==> config.mk <==
export PLATFORM = sky130hd
export DESIGN_NAME = circuit_evaluator
export DESIGN_NICKNAME = d
export VERILOG_FILES = /design/src/rtl/circuit_evaluator.sv
export SDC_FILE = /design/constraint.sdc
export NUM_CORES = 1
export LEC_CHECK = 0
export CAP_MARGIN = 20
export CELL_PAD_IN_SITES_DETAIL_PLACEMENT = 2
export CELL_PAD_IN_SITES_GLOBAL_PLACEMENT = 2
export CORE_MARGIN = 10
export CORE_UTILIZATION = 32
export CTS_CLUSTER_DIAMETER = 30
export DETAILED_ROUTE_END_ITERATION = 16
export HOLD_SLACK_MARGIN = 0.12
export PLACE_DENSITY = 0.89
export REMOVE_ABC_BUFFERS = 1
export SETUP_SLACK_MARGIN = 0.1
export SYNTH_ARGS = -nofsm -noshare
export SYNTH_HDL_FRONTEND = slang
export SYNTH_SLANG_ARGS = --single-unit
==> constraint.sdc <==
create_clock -name clk -period 3.9 [get_ports clk]
set_input_delay 0.585 -clock clk [delete_from_list [all_inputs] [get_ports clk]]
set_output_delay 0.585 -clock clk [all_outputs]
set_load 0.01 [all_outputs]
==> src/rtl/circuit_evaluator.sv <==
// circuit_evaluator
// Drives every input vector of an evolved combinational circuit under test (CUT).
// For each vector it waits for the CUT to settle, then samples the CUT output
// several times, and scores the result against a host-supplied truth table.
// The match count is the fitness value that the evolution loop reads back.
// A vector whose samples disagree counts as unstable and is never scored as a match.
//
// Ports
//   clk            rising-edge clock for all logic
//   rst            synchronous active-high reset
//   start          begins a sweep; only accepted in IDLE
//   expected       truth table; bit v is the required CUT output for input v
//   cut_in         input vector driven into the CUT
//   cut_out        CUT output, asynchronous to clk
//   busy           high while a sweep is in progress
//   done           one-cycle pulse at the end of a sweep
//   score          count of vectors that are stable and match
//   unstable_count count of vectors whose samples disagree
//   match_vec      bit v set when vector v is stable and matches
//
// state  | meaning
// IDLE   | waiting for start; results from the last sweep are held
// SETTLE | cut_in applied, waiting for the CUT and synchronizer to settle
// SAMPLE | taking SAMPLES consecutive samples of the synchronized output
// EVAL   | scoring the current vector, then advancing to the next one
// DONE   | single-cycle completion pulse
module circuit_evaluator #(
  parameter int NUM_INPUTS    = 4,
  parameter int SETTLE_CYCLES = 4,
  parameter int SAMPLES       = 4
) (
  input  logic                       clk,
  input  logic                       rst,
  input  logic                       start,
  input  logic [2**NUM_INPUTS-1:0]   expected,
  output logic [NUM_INPUTS-1:0]      cut_in,
  input  logic                       cut_out,
  output logic                       busy,
  output logic                       done,
  output logic [NUM_INPUTS:0]        score,
  output logic [NUM_INPUTS:0]        unstable_count,
  output logic [2**NUM_INPUTS-1:0]   match_vec
);

  localparam int NUM_VECS = 2**NUM_INPUTS;
  localparam int CNT_MAX  = (SETTLE_CYCLES > SAMPLES) ? SETTLE_CYCLES : SAMPLES;
  localparam int CW       = (CNT_MAX > 1) ? $clog2(CNT_MAX) : 1;

  localparam logic [CW-1:0]         SETTLE_LAST = CW'(SETTLE_CYCLES - 1);
  localparam logic [CW-1:0]         SAMPLE_LAST = CW'(SAMPLES - 1);
  localparam logic [NUM_INPUTS-1:0] VEC_LAST    = {NUM_INPUTS{1'b1}};
  localparam logic [NUM_INPUTS:0]   ONE_CNT     = (NUM_INPUTS+1)'(1);

  // Two synchronizer stages plus one cycle of CUT propagation must fit in SETTLE.
  generate
    if (SETTLE_CYCLES < 3) begin : g_bad_settle
      $error("circuit_evaluator: SETTLE_CYCLES must be >= 3");
    end
    if (SAMPLES < 1) begin : g_bad_samples
      $error("circuit_evaluator: SAMPLES must be >= 1");
    end
  endgenerate

  typedef enum logic [2:0] {
    S_IDLE   = 3'd0,
    S_SETTLE = 3'd1,
    S_SAMPLE = 3'd2,
    S_EVAL   = 3'd3,
    S_DONE   = 3'd4
  } state_t;

  state_t                    state_q, state_d;
  logic [CW-1:0]             cnt_q, cnt_d;
  logic [NUM_INPUTS-1:0]     vec_q, vec_d;
  logic [NUM_VECS-1:0]       exp_q, exp_d;
  logic                      s1_q, s2_q;
  logic                      ref_q, ref_d;
  logic                      diff_q, diff_d;
  logic [NUM_INPUTS:0]       score_q, score_d;
  logic [NUM_INPUTS:0]       unst_q, unst_d;
  logic [NUM_VECS-1:0]       match_q, match_d;

  always_ff @(posedge clk) begin
    if (rst) begin
      state_q <= S_IDLE;
      cnt_q   <= '0;
      vec_q   <= '0;
      exp_q   <= '0;
      s1_q    <= 1'b0;
      s2_q    <= 1'b0;
      ref_q   <= 1'b0;
      diff_q  <= 1'b0;
      score_q <= '0;
      unst_q  <= '0;
      match_q <= '0;
    end else begin
      state_q <= state_d;
      cnt_q   <= cnt_d;
      vec_q   <= vec_d;
      exp_q   <= exp_d;
      s1_q    <= cut_out;
      s2_q    <= s1_q;
      ref_q   <= ref_d;
      diff_q  <= diff_d;
      score_q <= score_d;
      unst_q  <= unst_d;
      match_q <= match_d;
    end
  end

  always_comb begin
    state_d = state_q;
    cnt_d   = cnt_q;
    vec_d   = vec_q;
    exp_d   = exp_q;
    ref_d   = ref_q;
    diff_d  = diff_q;
    score_d = score_q;
    unst_d  = unst_q;
    match_d = match_q;

    case (state_q)
      S_IDLE: begin
        if (start) begin
          exp_d   = expected;
          vec_d   = '0;
          cnt_d   = '0;
          score_d = '0;
          unst_d  = '0;
          match_d = '0;
          state_d = S_SETTLE;
        end
      end
      S_SETTLE: begin
        if (cnt_q == SETTLE_LAST) begin
          cnt_d   = '0;
          state_d = S_SAMPLE;
        end else begin
          cnt_d = cnt_q + 1'b1;
        end
      end
      S_SAMPLE: begin
        // The first sample becomes the reference; later samples only flag disagreement.
        if (cnt_q == '0) begin
          ref_d  = s2_q;
          diff_d = 1'b0;
        end else if (s2_q != ref_q) begin
          diff_d = 1'b1;
        end
        if (cnt_q == SAMPLE_LAST) begin
          cnt_d   = '0;
          state_d = S_EVAL;
        end else begin
          cnt_d = cnt_q + 1'b1;
        end
      end
      S_EVAL: begin
        if (diff_q) begin
          unst_d = unst_q + ONE_CNT;
        end else if (ref_q == exp_q[vec_q]) begin
          score_d        = score_q + ONE_CNT;
          match_d[vec_q] = 1'b1;
        end
        if (vec_q == VEC_LAST) begin
          state_d = S_DONE;
        end else begin
          vec_d   = vec_q + 1'b1;
          state_d = S_SETTLE;
        end
      end
      S_DONE: begin
        state_d = S_IDLE;
      end
      default: begin
        state_d = S_IDLE;
      end
    endcase
  end

  assign cut_in         = vec_q;
  assign busy           = (state_q == S_SETTLE) || (state_q == S_SAMPLE) || (state_q == S_EVAL);
  assign done           = (state_q == S_DONE);
  assign score          = score_q;
  assign unstable_count = unst_q;
  assign match_vec      = match_q;

endmodule

### Word-level counts from Yosys, hierarchy flattened

Index checks and enable logic that the tools add are counted.

| storage, ports and cells | value |
|---|---|
| flip-flop bits (word level) | 55 |
| latch bits | 0 |
| RAM bits | 0 |
| ROM bits | 0 |
| input bits | 20 |
| logic and storage cells | 77 |
| memories kept | 0 |

| operators by class | value |
|---|---|
| $add $sub $neg | 4 |
| $mul | 0 |
| divide/modulo/power cells | 0 |
| magnitude comparators | 2 |
| eq/ne operators | 15 |
| shifts and indexed selects | 0 |
| mux-type cells | 27 |
| bitwise logic cells | 1 |
| reduce and logical (&&, ||, !) cells | 17 |

Operators by type and width:

| kind | count |
|---|---|
| $mux 16 | 3 |
| $pmux 16 s2 | 1 |
| $mux 5 | 4 |
| $pmux 5 s2 | 2 |
| $or 16x16->16 | 1 |
| $ne 2x2->1 const B | 7 |
| $mux 3 | 4 |
| $pmux 3 s4 | 1 |
| $add 5x1->5 const B | 2 |
| $reduce_and 3->1 | 3 |
| $mux 4 | 2 |
| $pmux 4 s2 | 1 |
| $reduce_and 2->1 | 4 |
| $eq 3x2->1 const B | 2 |
| $reduce_bool 2->1 | 3 |
| $lt 4x5->1 const B | 1 |
| $add 4x1->4 const B | 1 |
| $bmux 1 s4 | 1 |
| $demux 1 s4 | 1 |
| $eq 4x4->1 const B | 1 |
| $ge 4x1->1 const B | 1 |
| $mux 1 | 4 |
| $mux 2 | 2 |
| $pmux 2 s2 | 1 |
| 12 further kinds | 13 |

### Depth between registers and ports, before layout

| logic depth | value |
|---|---|
| depth after elaboration | 8 |
| mapped depth | 7 |
| mapped depth without buffers | 6 |

### Least setup slack after synthesis

OpenSTA, ideal clock, no wires.

| timing path | value |
|---|---|
| kind | register -> register |
| start point | register vec_q[0] (netlist: cut_in[0]) |
| end point | register score_q[2] (netlist: score[2]) |
| data arrival time | 2.164 ns |
| data required time | 3.828 ns |
| path slack | 1.664 ns |
| stages on the path, launching flop included | 7 |
| buffers on the path | 1 |
| cell sequence | dfxtp_1 buf_6 mux2_1 mux4_2 mux2_4 o21ai_0 mux2i_1 |

| between the ends | value |
|---|---|
| cells in the longest elaborated chain, start to end | 5 |

RTL lines:

| item | line | text |
|---|---|---|
| start, declared | 74 | `logic [NUM_INPUTS-1:0] vec_q, vec_d;` |
| start signal, assigned | 99 | `vec_q <= vec_d;` |
| $bmux 1 s4 | 160 | `end else if (ref_q == exp_q[vec_q]) begin` |
| $mux 1 (implied by the code) | 160 |  |
| $eq 1x1->1 | 160 |  |
| $ne 2x2->1 (no line) | -- |  |
| $reduce_and 4->1 (no line) | -- |  |
| end signal, assigned | 105 | `score_q <= score_d;` |
| end, declared | 79 | `logic [NUM_INPUTS:0] score_q, score_d;` |

No other way between the ends. The select of a mux whose other input is x is not followed.
A chain may end at the register's enable or synchronous reset.

### Worst setup path in the final report

| timing path | value |
|---|---|
| start point | register vec_q[0] (netlist: cut_in[0]) |
| end point | register score_q[1] (netlist: score[1]) |

Same word-level chain as after synthesis.

==> flow_summary.yaml <==
min_path:
  holdCritStartpoint: "match_vec[6]"
  worst_hold_path.num_cells: 2
  holdCritPathClass: "reg2reg"
cells_and_area:
  flip_flop_and_latch_area_sq_mm: 0.00110
  area.growth.synth_to_final_pct: 27.0
  final.fill_count: 847
  layout.nets: 362
  final_area_sq_mm: 0.00322
  final_cell_mix: "dfxtp_1 (55), clkdlybuf4s50_1 (51), nand2_1 (44), a21oi_1 (43), nor2_1 (18)"
  area_used_by_multi_input_combinational_logic_sq_mm: 0.00130
  layout.cells.most_common: "dfxtp_1"
  postLayoutCoreUtil_pct: 41.7
  antenna_cells_inserted: 0
  layout-drive-gt1-share_pct: 6.57
routing:
  met2_length_mm: 3.84
  wl_met3_um: 378
  drc_violation_count_after_routing: 0
  met1Wirelength_mm: 3.07
  avgRoutedWirePerCell_um: 16.9
  firstDrtPassIters: 4
  highest_layer: "met4"
  drt-initial-drc-count: 62
  vias: 2201
  detail_route.wirelength_mm: 7.39
  ant_nets: 0
  avgViaCountPerCell: 5.04
grt:
  first_global_vias: 2418
  grt_usage_pct: 12.8
  grt_first_pass_wirelength_mm: 12.2
  grt_antenna_before_repair: 0
  grt_overflow_total: 0
  grt_max_degree: 25
critical_path:
  cp-startpoint: "cut_in[0]"
  cp.required_ns: 4.13
  kind_of_end_point_of_the_critical_path: "flip-flop"
  r2r_cells: 5
  crit_arrival_ns: 3.09
  worst_r2r_startpoint: "cut_in[0]"
  rrSetupSlack_ns: 1.03
  timing.setup.critical_path_class: "reg2reg"
  path_max_fanout: 15
  worstSetupStartpointType: "flip-flop"
timing:
  report.final.setup_viol: 0
  finalWorstSetupSlack_ns: 1.03
  slew-limit-headroom_pct: 47.0
  period_needed_ns: 2.87
  max_freq_mhz: 349
  finalSetupTns_ns: 0
  rsz_0062_raised_after_global_routing: "no"
  worstMarginPinSlew_ns: 0.780
  finalMaxSlewViolations: 0
  hold_violations: 0
  hold-worst-slack_ns: 0.451
  fin_skew_ns: 0.00251
  period_share_pct: 73.5
synth:
  synthesis.instances: 292
  synth-seq-cells: 55
  ys.warnings.count: 0
  synth.yosys.seq_area_share_pct: 43.4
  post_synth.cell_area_avg_sq_um: 8.69
  largest_cells_by_area_after_synthesis: "dfxtp_1 (43%), a21oi_1 (8.5%), nand2_1 (6.5%)"
  ys_dominant_reg_cell: "dfxtp_1"
  mappedNetlistArea_sq_mm: 0.00254
  postSynth.asyncResetShare_pct: 0
  library_cell_with_the_largest_summed_area_after_synthesis: "dfxtp_1"
  share_of_the_synthesized_area_in_the_top_cell_type_pct: 43.4
  synth_enable_flop_cells: 0
  ys_types: 38
placement:
  placement.setup.worst_slack_ns: 0.925
  place_congestion: 0.775
  numPortBuffers: 51
  placed_cell_area_sq_mm: 0.00311
  detailedPlacementHpwl_mm: 5.50
cts:
  cts_max_path_buffers: 2
  htreeDepth: 2
  clockRootBuffer: "clkbuf_8"
  ctsHoldBuffers: 0
  post-cts-setup-buffers: 0
  tritoncts.num_buffers: 5
  clk_latency_ns: 0.31
  cts_num_sinks: 55
  clk_pin_slew_ns: 0.10
  postCtsResizedCells: 0
  cts_tree: "built"
outcome:
  outcome: "completed"
power:
  powerDensity_mw_per_mm2: 337
  vdd_ir_max_v: 0.000134
  power.static_leakage_nw: 1.14
floorplanning:
  fp.dieArea_sq_mm: 0.0119
  start_util_pct: 32.8
  row_count: 32
  ioPinCount: 52
  die_width_um: 109
  core_area_sq_mm: 0.00773
  die_height_um: 109
job:
  cap_violations: 0
area by class of cell:
class | instances | area share, %
multi-input combinational | 206 | 40.4
clock inverter | 2 | 1.09
inverter | 13 | 1.51
timing repair buffer | 53 | 16.3
clock buffer | 6 | 2.56
sequential | 55 | 34.2
tap | 102 | 3.96
power breakdown:
group          internal (W)  leakage, nW  switching (W)
combinational     0.0000494        0.632      0.0000506
sequential         0.000575        0.446      0.0000141
clock              0.000208       0.0612       0.000188
total              0.000833         1.14       0.000253
per-layer routing:
metal,global-route usage [%],vias up
met5,0,-
met4,3.39,0
met3,2.71,7
met2,23.4,44
met1,14.6,1062
li1,-,1088
stage by stage:
step / total power (W) / cells
3_3_place_gp: 0.000698 / 429
6_report: 0.00109 / 437
3_5_place_dp: 0.000703 / 429
5_1_grt: 0.00114 / 437
4_1_cts: 0.00110 / 437
2_1_floorplan: 0.000652 / 274
registers in the layout, indices dropped and copies added (netlist names):
register	cells
unstable_count	5
cnt_q	2
score	5
s1_q	1
state_q	3
exp_q	16
diff_q	1
match_vec	16
ref_q	1
cut_in	4
s2_q	1
cell families after synthesis:
kind of cell               after synthesis  share of synthesized area [%]
and+or+nand+nor                        103                           19.2
AOI/OAI and AO/OA                       71                           16.5
DFF                                     55                           43.4
buffers and inverters                   31                           5.47
muxes                                   17                           9.07
adders and majority gates                8                           3.94
xor gates and xnor gates                 7                           2.42
critical path: stages (launching register included):
cell     delay [ns]
dfxtp_1        0.74
mux2_2         0.40
mux4_2         0.51
mux2i_2        0.67
nand4_1        0.23
a21oi_1        0.23
synth_stat cells, drive strengths merged (4+ instances only):
| master | instances |
|---|---|
| nand4 | 5 |
| nand2 | 44 |
| nor3 | 5 |
| buf | 4 |
| o21ai | 5 |
| nand3 | 9 |
| ha | 8 |
| mux2 | 10 |
| a21oi | 43 |
| nand2b | 5 |
| o21a | 8 |
| clkbuf | 14 |
| inv | 13 |
| mux2i | 5 |
| xor2 | 6 |
| o211ai | 9 |
| nor2 | 18 |
| nor2b | 4 |
| dfxtp | 55 |
worst paths after layout:
check	endpoint
worst max-delay path	score[1]
worst min-delay path	match_vec[6]
worst max register to register	score[1]
worst min register to register	match_vec[6]
(Power assumes the default switching activity.)
